<file path="src/rtl/multdiv_iter.sv">
// multdiv_iter: iterative signed Booth multiplier / restoring divider with fixed WIDTH-cycle latency
module multdiv_iter #(
    parameter int WIDTH = 32,
    parameter int CNT_W = 5
) (
    input  logic             clk,
    input  logic             reset,
    input  logic [WIDTH-1:0] data_operandA,
    input  logic [WIDTH-1:0] data_operandB,
    input  logic             ctrl_MULT,
    input  logic             ctrl_DIV,
    output logic [WIDTH-1:0] data_result,
    output logic             data_exception,
    output logic             data_resultRDY
);
    typedef enum logic [1:0] {IDLE, RUN, DONE} state_t;
    state_t state, state_nx;
    logic [CNT_W-1:0] cnt;
    logic [2*WIDTH:0] acc, acc_nx, sh, acc_init;
    logic [WIDTH-1:0] a, b, mag_a, mag_b, quo, res;
    logic [WIDTH:0] sum, diff;
    logic mul, start, last, exc;
    assign start = ctrl_MULT | ctrl_DIV;
    assign last = cnt == CNT_W'(WIDTH-1);
    assign mag_a = data_operandA[WIDTH-1] ? -data_operandA : data_operandA;
    assign mag_b = b[WIDTH-1] ? -b : b;
    assign acc_init = ctrl_MULT ? {{WIDTH{1'b0}}, data_operandB, 1'b0} : {{(WIDTH+1){1'b0}}, mag_a};
    // Booth adds into a WIDTH+1 guard so subtracting -2^(WIDTH-1) cannot wrap before the shift
    always_comb begin
        sum = {acc[2*WIDTH], acc[2*WIDTH:WIDTH+1]}
            + (acc[1:0] == 2'b01 ? {a[WIDTH-1], a} : acc[1:0] == 2'b10 ? -{a[WIDTH-1], a} : '0);
        sh = {acc[2*WIDTH-1:0], 1'b0};
        diff = sh[2*WIDTH:WIDTH] - {1'b0, mag_b};
        acc_nx = mul ? {sum, acc[WIDTH:1]} : diff[WIDTH] ? sh : {diff, sh[WIDTH-1:1], 1'b1};
        quo = acc_nx[WIDTH-1:0];
        res = mul ? acc_nx[WIDTH:1] : b == '0 ? '0 : (a[WIDTH-1] ^ b[WIDTH-1]) ? -quo : quo;
        exc = mul ? acc_nx[2*WIDTH:WIDTH+1] != {WIDTH{acc_nx[WIDTH]}}
                  : b == '0 || (a == {1'b1, {(WIDTH-1){1'b0}}} && &b);
    end
    always_ff @(posedge clk or negedge reset) begin
        if (!reset) state <= IDLE;
        else state <= state_nx;
    end
    always_comb begin
        state_nx = start ? RUN : state == RUN ? (last ? DONE : RUN) : IDLE;
    end
    always_comb begin
        data_resultRDY = state == DONE;
    end
    always_ff @(posedge clk or negedge reset) begin
        if (!reset) begin
            cnt <= '0;
            acc <= '0;
            a <= '0;
            b <= '0;
            mul <= 1'b0;
            data_result <= '0;
            data_exception <= 1'b0;
        end else if (start) begin
            cnt <= '0;
            acc <= acc_init;
            a <= data_operandA;
            b <= data_operandB;
            mul <= ctrl_MULT;
            data_result <= '0;
            data_exception <= 1'b0;
        end else if (state == RUN) begin
            cnt <= cnt + 1'b1;
            acc <= acc_nx;
            if (last) begin
                data_result <= res;
                data_exception <= exc;
            end
        end
    end
endmodule

</file>
<file path="config.mk">
export PLATFORM = sky130hd
export DESIGN_NAME = multdiv_iter
export DESIGN_NICKNAME = d
export VERILOG_FILES = /design/src/rtl/multdiv_iter.sv
export SDC_FILE = /design/constraint.sdc
export NUM_CORES = 1
export LEC_CHECK = 0
export CORE_MARGIN = 1
export CORE_UTILIZATION = 60
export DETAILED_ROUTE_END_ITERATION = 16
export PLACE_DENSITY_LB_ADDON = 0.25
export RECOVER_POWER = 50
export SLEW_MARGIN = 25
export SYNTH_ARGS = -nofsm -noshare
export SYNTH_HDL_FRONTEND = slang
export SYNTH_SLANG_ARGS = --single-unit
export TNS_END_PERCENT = 50
</file>
<file path="constraint.sdc">
create_clock -name clk -period 17.7 [get_ports clk]
set_clock_uncertainty 0.2 [all_clocks]
set_input_delay 3.54 -clock clk [delete_from_list [all_inputs] [get_ports clk]]
set_output_delay 3.54 -clock clk [all_outputs]
set_load 0.02 [all_outputs]
</file>
==> impl_metrics.yaml <==
routing:
  vias_per_cell: 6.576
  antenna_left: 0
  drt_iter0_drc: 1536
  dr.pass1.iters: 6
  num_vias: 15400
  wl_met2_um: 22350
  top_layer: "met4"
  routed-wl-met3_um: 3934
  routed_wl_um: 50400
  post-route-drc-count: 0
  drt-met1-wl_um: 19740
  post_drt_wl_per_cell_um: 21.52
synth:
  muxShareOfSynthArea: 0.02015
  synth_seq_area_share: 0.2831
  yosys_warnings: 0
  postSynthAreaPerCell_sq_um: 7.543
  synth_compound_area_frac: 0.2677
  ys_ff_latch: 170
  ys_async_sr_fraction: 1.000
  syn_inst: 1992
  synth_commonest_cells: "nand2_1, nor2_1, dfrtp_1, o21ai_0, a21oi_1"
  synth_fa_ha_area_frac: 0.06179
  yosysMostFrequentCell: "nand2_1"
  synthDistinctLibCells: 77
  synth_area_sq_um: 15030
  synth_top_family_by_area: "compound AO/OA/AOI/OAI gates"
  post-synth-top-area-cell: "dfrtp_1"
  synth.net_count: 2133
  synth_edf_count: 0
  synth_flop_cell: "dfrtp_1"
  synth.top_cell.area_share: 0.2831
  synth.area.top_cells: "dfrtp_1, nand2_1, ha_1"
  synth_xor_area_frac: 0.08977
  synthSimpleGateAreaFrac: 0.2315
timing:
  max_freq_mhz: 99.66
  whs_ns: 0.3053
  drv_slew: 322
  tns_ns: 0
  hold_viol_final: 0
  relSlewSlack: -1.724
  fin_crit_sh: 0.5669
  finalSetupViolCount: 0
  rsz0062_at_grt: "false"
  tightestPinTransition_ns: 4.087
  fin_ws_ns: 7.665
  finalCriticalPeriod_ns: 10.03
global_routing:
  antenna_found_initial: 0
  grt_pass1_vias: 14600
  grtUsageTotal: 0.3939
  grt_max_degree: 84
  grt_overflow: 0
  grt_first_pass_wirelength_um: 78520
critical_path:
  crit_slowest_cell: "clkbuf_1"
  path_cells: "clkbuf_1 > clkbuf_1"
  path_common_cell: "clkbuf_1"
  worstPathArrival_ns: 8.88
  worst_path_dominant_cell_family: "buffers and inverters"
  critPathBufInv: 2
  end_kind: "async pin"
  crit_required_ns: 16.54
  crit_fanout: 77
  crit_type: "input port to async pin"
  crit_path_start_kind: "input port"
  cpPeakStageDelay_ns: 3.02
outcome:
  status: "finished, violations left"
  violations: "capacitance limit, slew limit"
clocking:
  root_buffer: "clkbuf_16"
  cts_buffers: 17
  cts.clk_slew.worst_paths_ns: 0.09
  h-tree-depth: 4
  cts_resized: 0
  clkSinkCount: 170
  postCtsSetupBuffers: 0
  clk_path_buf_depth: 2
  insertion_delay_ns: 0.45
  cts_tree: "yes"
  hold_buffers: 0
floorplan:
  die_x_um: 160.3
  ios: 102
  chipHeight_um: 160.3
  die_area_sq_um: 25680
  rows: 57
  coreArea_sq_um: 24460
  initial_core_util: 0.6142
placed_design:
  detailed_place.area_sq_um: 16090
  pre_cts_ws_ns: 9.404
  gp_congestion: 0.9732
  port_buffers: 101
  hpwl_um: 37960
finish:
  drive_gt1_frac: 0.04410
  antenna_cells: 0
  final_nets: 2146
  fin_area_sq_um: 16710
  syn_to_final_growth_pct: 11.18
pwr:
  p_leak_nw: 7.233
  total_power_w: 0.001361
  ir_drop_v: 0.00005606
  cellPowerDensity_nw_per_um2: 81.48
job:
  drv_cap: 5
worst_hold_path:
  hp-class: "register to register"
-- path summary, 6_finish.rpt --
path,start,endpoint,slack (ns),depth (start not counted)
max,reset,mul,7.67,2
min,data_result[10],data_result[10],0.31,2
max reg2reg,b[9],data_exception,9.23,25
min reg2reg,data_result[10],data_result[10],0.31,2
max in group clk,b[9],data_exception,9.23,25
min in group asynchronous,reset,acc[59],3.94,1
-- flip-flops by register name, summed over array words and instances (netlist names) --
name            cells
mul                 1
data_result        32
a                  32
data_exception      1
state               2
acc                65
cnt                 5
b                  32
-- through the flow --
stage | cells | util
finish | 2342 | 0.6829
floorplan | 1992 | -
detailed placement | 2310 | 0.6576
CTS | 2342 | 0.6836
global placement | 2310 | 0.6576
global route | 2342 | 0.6829
-- layer usage --
metal  GRT usage  up-vias
li1            -     7205
met1      0.4825     7229
met2      0.6136      753
met3     0.07299      213
met4      0.3065        0
met5           0        -
-- cell type report --
class	count	area [sq um]
clock buffer	17	425.4
timing repair buffer	118	1107
inverter	51	191.4
sequential	170	4259
fill	2121	7756
tap	324	405.4
multi-input combinational	1647	10110
clock inverter	15	211.5
-- cells by family after synthesis --
family,after synthesis
flops,170
simple gates,772
mux,30
fa+ha+maj,73
xor+xnor,154
compound gates,618
buf+inv,175
-- placed cells by master, fill, tap and decap left out, types with 16 or more instances in the layout --
master,n
a211oi_1,64
a21o_1,27
a21oi_1,139
a22o_1,19
a31oi_1,16
and3_1,20
clkbuf_16,17
clkdlybuf4s50_1,98
dfrtp_1,168
ha_1,71
inv_1,51
mux2i_1,28
nand2_1,355
nand3_1,26
nand4_1,29
nor2_1,179
nor3_1,46
nor4_1,21
o211ai_1,17
o21a_1,19
o21ai_0,151
o21ai_1,17
o31ai_1,24
or3_1,16
xnor2_1,78
xor2_1,76
-- power by group --
part | internal (W) | switching [W]
Combinational | 0.000187 | 0.000305
Clock | 0.000197 | 0.000210
Sequential | 0.000414 | 0.0000493
Note: power is estimated with default switching activity, not from simulation.
